`src/rtl/pipe_stage_reg.sv`:
```
// Reusable pipeline stage register: valid/ready handshake with a two-entry
// skid buffer, synchronous flush and a saturating stall counter.
module pipe_stage_reg #(
    parameter int unsigned      WIDTH       = 16,
    parameter logic [WIDTH-1:0] RESET_VALUE = '0,
    parameter int unsigned      COUNT_W     = 16
) (
    input  logic               clk,
    input  logic               reset,
    input  logic               in_valid,
    output logic               in_ready,
    input  logic [WIDTH-1:0]   in_data,
    input  logic               flush,
    output logic               out_valid,
    input  logic               out_ready,
    output logic [WIDTH-1:0]   out_data,
    output logic [1:0]         occupancy,
    output logic [COUNT_W-1:0] stall_count
);

    localparam logic [COUNT_W-1:0] STALL_MAX = '1;

    typedef enum logic [1:0] {
        ST_EMPTY = 2'd0,
        ST_ONE   = 2'd1,
        ST_TWO   = 2'd2
    } state_e;

    state_e             state_q, state_d;
    logic [WIDTH-1:0]   main_q,  main_d;
    logic [WIDTH-1:0]   skid_q,  skid_d;
    logic [COUNT_W-1:0] stall_q, stall_d;
    logic               in_fire;
    logic               out_fire;

    // Handshake flags decode registered state only, so ready never depends on out_ready.
    assign in_ready    = (state_q != ST_TWO);
    assign out_valid   = (state_q != ST_EMPTY);
    assign out_data    = main_q;
    assign occupancy   = 2'(state_q);
    assign stall_count = stall_q;

    assign in_fire  = in_valid & in_ready;
    assign out_fire = out_valid & out_ready;

    always_ff @(posedge clk or posedge reset) begin
        if (reset) begin
            state_q <= ST_EMPTY;
            main_q  <= RESET_VALUE;
            skid_q  <= RESET_VALUE;
            stall_q <= '0;
        end else begin
            state_q <= state_d;
            main_q  <= main_d;
            skid_q  <= skid_d;
            stall_q <= stall_d;
        end
    end

    always_comb begin
        state_d = state_q;
        main_d  = main_q;
        skid_d  = skid_q;
        stall_d = stall_q;

        // Stall accounting is independent of flush.
        if (out_valid && !out_ready && (stall_q != STALL_MAX)) begin
            stall_d = stall_q + COUNT_W'(1);
        end

        if (flush) begin
            state_d = ST_EMPTY;
            main_d  = RESET_VALUE;
            skid_d  = RESET_VALUE;
        end else begin
            unique case (state_q)
                ST_EMPTY: begin
                    if (in_fire) begin
                        state_d = ST_ONE;
                        main_d  = in_data;
                    end
                end
                ST_ONE: begin
                    if (in_fire && out_fire) begin
                        main_d = in_data;
                    end else if (in_fire) begin
                        state_d = ST_TWO;
                        skid_d  = in_data;
                    end else if (out_fire) begin
                        state_d = ST_EMPTY;
                        main_d  = RESET_VALUE;
                    end
                end
                ST_TWO: begin
                    if (out_fire) begin
                        state_d = ST_ONE;
                        main_d  = skid_q;
                    end
                end
                default: begin
                    state_d = ST_EMPTY;
                    main_d  = RESET_VALUE;
                end
            endcase
        end
    end

endmodule

```
`config.mk`:
```
export PLATFORM = sky130hd
export DESIGN_NAME = pipe_stage_reg
export DESIGN_NICKNAME = d
export VERILOG_FILES = /design/src/rtl/pipe_stage_reg.sv
export SDC_FILE = /design/constraint.sdc
export NUM_CORES = 1
export LEC_CHECK = 0
export ABC_AREA = 1
export CAP_MARGIN = 20
export CORE_AREA = 2 2 110 59
export CTS_CLUSTER_SIZE = 8
export DETAILED_ROUTE_END_ITERATION = 10
export DIE_AREA = 0 0 112 61
export PLACE_DENSITY = 0.83
export SLEW_MARGIN = 20
export SYNTH_ARGS = -nofsm -noshare
export SYNTH_HDL_FRONTEND = slang
export SYNTH_SLANG_ARGS = --single-unit
export TNS_END_PERCENT = 1
```
`constraint.sdc`:
```
create_clock -name clk -period 1.79 [get_ports clk]
set_input_delay 0.537 -clock clk [delete_from_list [all_inputs] [get_ports clk]]
set_output_delay 0.537 -clock clk [all_outputs]
set_load 0.02 [all_outputs]
```
### Word-level counts from Yosys, hierarchy flattened

Cells that the tools add are included.

* word-level logic and storage cells: 46
* memories: 0
* bits in latches: 0
* bits in read-only memories: 0
* register bits after elaboration: 50
* memory bits (writable): 0
* output and inout bits: 36
* input bits: 21

* equality and inequality tests: 11
* add/subtract/negate cells: 1
* reductions and logical operators: 11
* multipliers: 0
* multiplexer cells: 17
* bitwise logic cells: 2
* order comparisons: 0
* shift operators: 0
* div/mod/pow operators: 0

Operators by type and width (count)
* 16-bit 2-to-1 mux: 9
* 16-bit case mux with 3 select lines: 1
* 16-bit by 1-bit adder with 16-bit output (second input constant): 1
* 16-bit inequality test (second input constant): 1
* 2-bit 2-to-1 mux: 6
* 4-bit inequality test (second input constant): 3
* 3-bit inequality test (second input constant): 3
* 4-bit AND reduction: 2
* 2-bit case mux with 3 select lines: 1
* 2-bit nonzero test: 3
* 2-bit inequality test (second input constant): 2
* 1-bit logical AND: 3
* 3-bit AND reduction: 1
* 1-bit AND: 2
* 2-bit by 1-bit == test with 1-bit output (second input constant): 1
* 2-bit == test (second input constant): 1
* 2-bit zero test: 1
* 1-bit zero test: 1

### Depth between registers and ports, before layout

* depth after elaboration: 7
* depth in mapped cells: 10

### Worst setup path after synthesis

OpenSTA, ideal clock, no wires.

* path type: reg2reg
* start point: register stall_q[0], in the netlist stall_count[0]
* end point: register stall_q[3], in the netlist stall_count[3]
* path slack: 0.150 ns
* required time: 1.673 ns
* data arrival time: 1.523 ns
* period minus slack after synthesis: 1.640 ns
* buffers on the path: 1
* stages on the path, launching flop included: 10
* path through: dfrtp_1 ha_1 nand3_1 inv_2 nand2_2 o21ai_2 inv_1 buf_6 nand2_1 nand2_1

* cells in the longest elaborated chain, start to end: 2
* elaborated cells between the ends (all ways): 3
* classes of those cells: 1 x add/sub; 1 x eq/ne; 1 x reduce/logical

RTL lines
* start, declared: line 32 `logic [COUNT_W-1:0] stall_q, stall_d;`
* start signal, assigned: line 56 `stall_q <= stall_d;`
* branches (longest 2 deep; another with 16-bit by 1-bit adder with 16-bit output)

Several ways; the timed one is not identified.
A chain may end at the register's enable or synchronous reset.

### Worst setup path after layout

* start point: register state_q[0], in the netlist occupancy[0]
* end point: output port out_valid

* cells in the longest elaborated chain, start to end: 1

RTL lines
* start, declared: line 29 `state_e state_q, state_d;`
* start signal, assigned: line 53 `state_q <= state_d;`
* 2-bit nonzero test: line 38 `assign out_valid = (state_q != ST_EMPTY);`
* end, declared: line 14 `output logic out_valid,`

No other way between the ends.

==> results.sh <==
export IMPL_synthCells=362
export IMPL_die_h_microns=61
export IMPL_cp_max_fo=4
export IMPL_clock_latency_ns=0.28
export IMPL_synth_top_family_by_area="simple AND/OR/NAND/NOR gates"
export IMPL_drt_first_pass_iters=6
export IMPL_peakVddDrop_mv=0.462
export IMPL_dp_cells=505
export IMPL_io_pin_count=57
export IMPL_grt_max_degree=42
export IMPL_syn_num_nets=384
export IMPL_grt_setup_unrepaired="yes"
export IMPL_synth_yosys_seq_area_share_pct=47.6
export IMPL_stdcell_count=513
export IMPL_wl_mm=6.75
export IMPL_avgSynthCellArea_sq_um=7.25
export IMPL_design_core_area_sq_um=5860
export IMPL_synth_simple_area_share_pct=36.8
export IMPL_pre_cts_ws_ns=-0.221
export IMPL_avgViaCountPerCell=4.97
export IMPL_setup_ws_ns=0.0266
export IMPL_syn_to_final_growth_pct=35.6
export IMPL_path_buf_inv=2
export IMPL_antenna_left=0
export IMPL_ys_warn_count=0
export IMPL_end_kind="output pin"
export IMPL_synth_seq_cells=50
export IMPL_cp_required_ns=1.25
export IMPL_synth_edf_count=0
export IMPL_tightest_slew_ns=0.521
export IMPL_place_hpwl_mm=4.96
export IMPL_synth_compound_area_share_pct=4.53
export IMPL_hold_path_depth=2
export IMPL_clock_sinks=50
export IMPL_start_kind="flip-flop"
export IMPL_finalNetCount=458
export IMPL_cts_root_buf="clkbuf_16"
export IMPL_final_common_cell="nand2_1"
export IMPL_cp_slowest_cell="dfrtp_1"
export IMPL_timing_hold_violations_final=0
export IMPL_cpPeakStageDelay_ns=0.42
export IMPL_groute_usage_overall_pct=20.4
export IMPL_drt_iter0_drc=194
export IMPL_wl_met1_mm=3.38
export IMPL_grt_pass1_vias=2207
export IMPL_seqCellArea_sq_um=1250
export IMPL_htreeDepth=2
export IMPL_grt_first_pass_wirelength_mm=10.9
export IMPL_wl_met3_microns=559
export IMPL_tritoncts="done"
export IMPL_leakagePower_nw=2.03
export IMPL_worstSetupPathType="flip-flop to output pin"
export IMPL_route_met2_wl_mm=2.76
export IMPL_hold_slack_ns=0.479
export IMPL_drive_above_1_share_pct=9.17
export IMPL_gp_congestion=0.977
export IMPL_reg2regPathDepth=9
export IMPL_totalPowerFinal_mw=3.05
export IMPL_holdBufCountCts=0
export IMPL_maxSlewViolCount=0
export IMPL_cap_violations=0
export IMPL_relSlewSlack_pct=65.3
export IMPL_period_share_pct=98.5
export IMPL_fp_dieW_microns=112
export IMPL_initial_utilization_pct=44.9
export IMPL_antenna_found_initial=0
export IMPL_fp_row_count=20
export IMPL_avgRoutedWirePerCell_microns=13.2
export IMPL_io_buffers=56
export IMPL_synthAdderAreaFrac_pct=0.476
export IMPL_cp_depth=3
export IMPL_path_delay_family="flip-flops"
export IMPL_cts_clk_slew_worst_paths_ns=0.06
export IMPL_power_per_cell_area_nw_per_um2=855
export IMPL_top_layer="met4"
export IMPL_period_needed_ns=1.76
export IMPL_drc=0
export IMPL_via_count=2548
export IMPL_fin_setup_tns_ns=0
export IMPL_cts_buffer_depth=2
export IMPL_hold_path_class="flip-flop to flip-flop"
export IMPL_async_flop_share_pct=100
export IMPL_synthesis_area_sq_um=2630
export IMPL_multi_input_area_sq_um=1170
export IMPL_synth_xor_xnor_area_share_pct=2.67
export IMPL_fin_skew_ns=0.00749
export IMPL_synthMuxAreaShare_pct=0
export IMPL_gr_total_overflow=0
export IMPL_layout_common_cells="nand2_1, dfrtp_1, inv_1"
export IMPL_status="complete, no violations"
export IMPL_n_antenna_cell=0
export IMPL_ys_flop_type="dfrtp_1"
export IMPL_synth_cell_types=23
export IMPL_setup_viol=0
export IMPL_arrival_ns=1.23
export IMPL_fillers=521
export IMPL_clock_fmax_mhz=567
export IMPL_die_area_sq_um=6830
export IMPL_crit_chain="nor2_2, inv_1, dlygate4sd2_1"
export IMPL_numCtsBuffers=5
==> flip-flops by register name, indices dropped and copies added, names as in the netlist <==
register and count:
occupancy 2, out_data 16, skid_q 16, stall_count 16
==> metal layers <==
layer | up-vias | GRT usage [%]
met5 | - | 0
met4 | 0 | 4.53
met3 | 11 | 5.00
met2 | 112 | 29.1
met1 | 1162 | 31.4
li1 | 1263 | -
==> stage by stage <==
stage / utilization [%] / area (sq um)
floorplan: - / 2630
global placement: 58.5 / 3420
detailed placement: 58.5 / 3420
CTS: 60.2 / 3520
global route: 60.8 / 3560
finish: 60.8 / 3560
==> where the power goes <==
part           leakage (nW)  switching, mW  internal (mW)
Combinational          1.29          0.469          0.345
Clock                0.0640          0.374          0.511
Sequential            0.678          0.108           1.24
==> cell families after synthesis <==
family,count (synthesis)
AO/OA/AOI/OAI,23
XOR/XNOR,8
adder cells (fa/ha/maj),1
buffers and inverters,45
flip-flops,50
AND/OR/NAND/NOR,235
==> repair_timing <==
item	4_1_cts	5_1_grt
setup buffers	0	1
resized for setup	29	8
pin swaps	0	1
endpoints found under the setup margin	28	23
endpoints found under the hold margin	0	0
==> path summary, 6_finish.rpt <==
| kind | startpoint | slack, ns | to |
|---|---|---|---|
| min in group asynchronous | reset | 0.50 | stall_count[10] |
| setup reg to reg | stall_count[0] | 0.17 | stall_count[0] |
| max in group asynchronous | reset | 0.81 | occupancy[1] |
| setup / recovery | occupancy[0] | 0.03 | out_valid |
| hold / removal | out_data[7] | 0.48 | out_data[7] |
| hold reg to reg | out_data[7] | 0.48 | out_data[7] |
==> worst reg2reg max path: stages (launching register included) <==
cell and delay [ns]:
dfrtp_1 0.41, ha_1 0.19, nand3_1 0.13, inv_2 0.11
nand2_2 0.07, o21ai_2 0.23, inv_1 0.11, buf_12 0.16
nand2_1 0.06, nand2_1 0.05
==> cell usage after synthesis (2+ instances only) <==
cell / n / share of area [%]
dfrtp_1: 50 / 48
nor2_1: 18 / 2.6
o21ai_0: 21 / 4.0
inv_2: 2 / 0.29
clkbuf_1: 3 / 0.43
nand2_1: 179 / 26
inv_1: 32 / 4.6
nor2_4: 2 / 0.86
xnor2_1: 6 / 2.0
xor2_1: 2 / 0.67
buf_2: 3 / 0.57
nand4_1: 6 / 1.4
nand3_2: 2 / 0.76
nand3_1: 24 / 4.6
buf_6: 2 / 0.86
nand2_2: 3 / 0.71
==> layout make-up <==
| class | instances | share of cell area (%) |
|---|---|---|
| inverters | 34 | 3.58 |
| repair buffers | 78 | 22.0 |
| flip-flops and latches | 50 | 35.2 |
| clock buffers | 7 | 3.72 |
| multi-input cells | 267 | 32.8 |
| well taps | 77 | 2.70 |
Power figures use the tool's default switching activity.
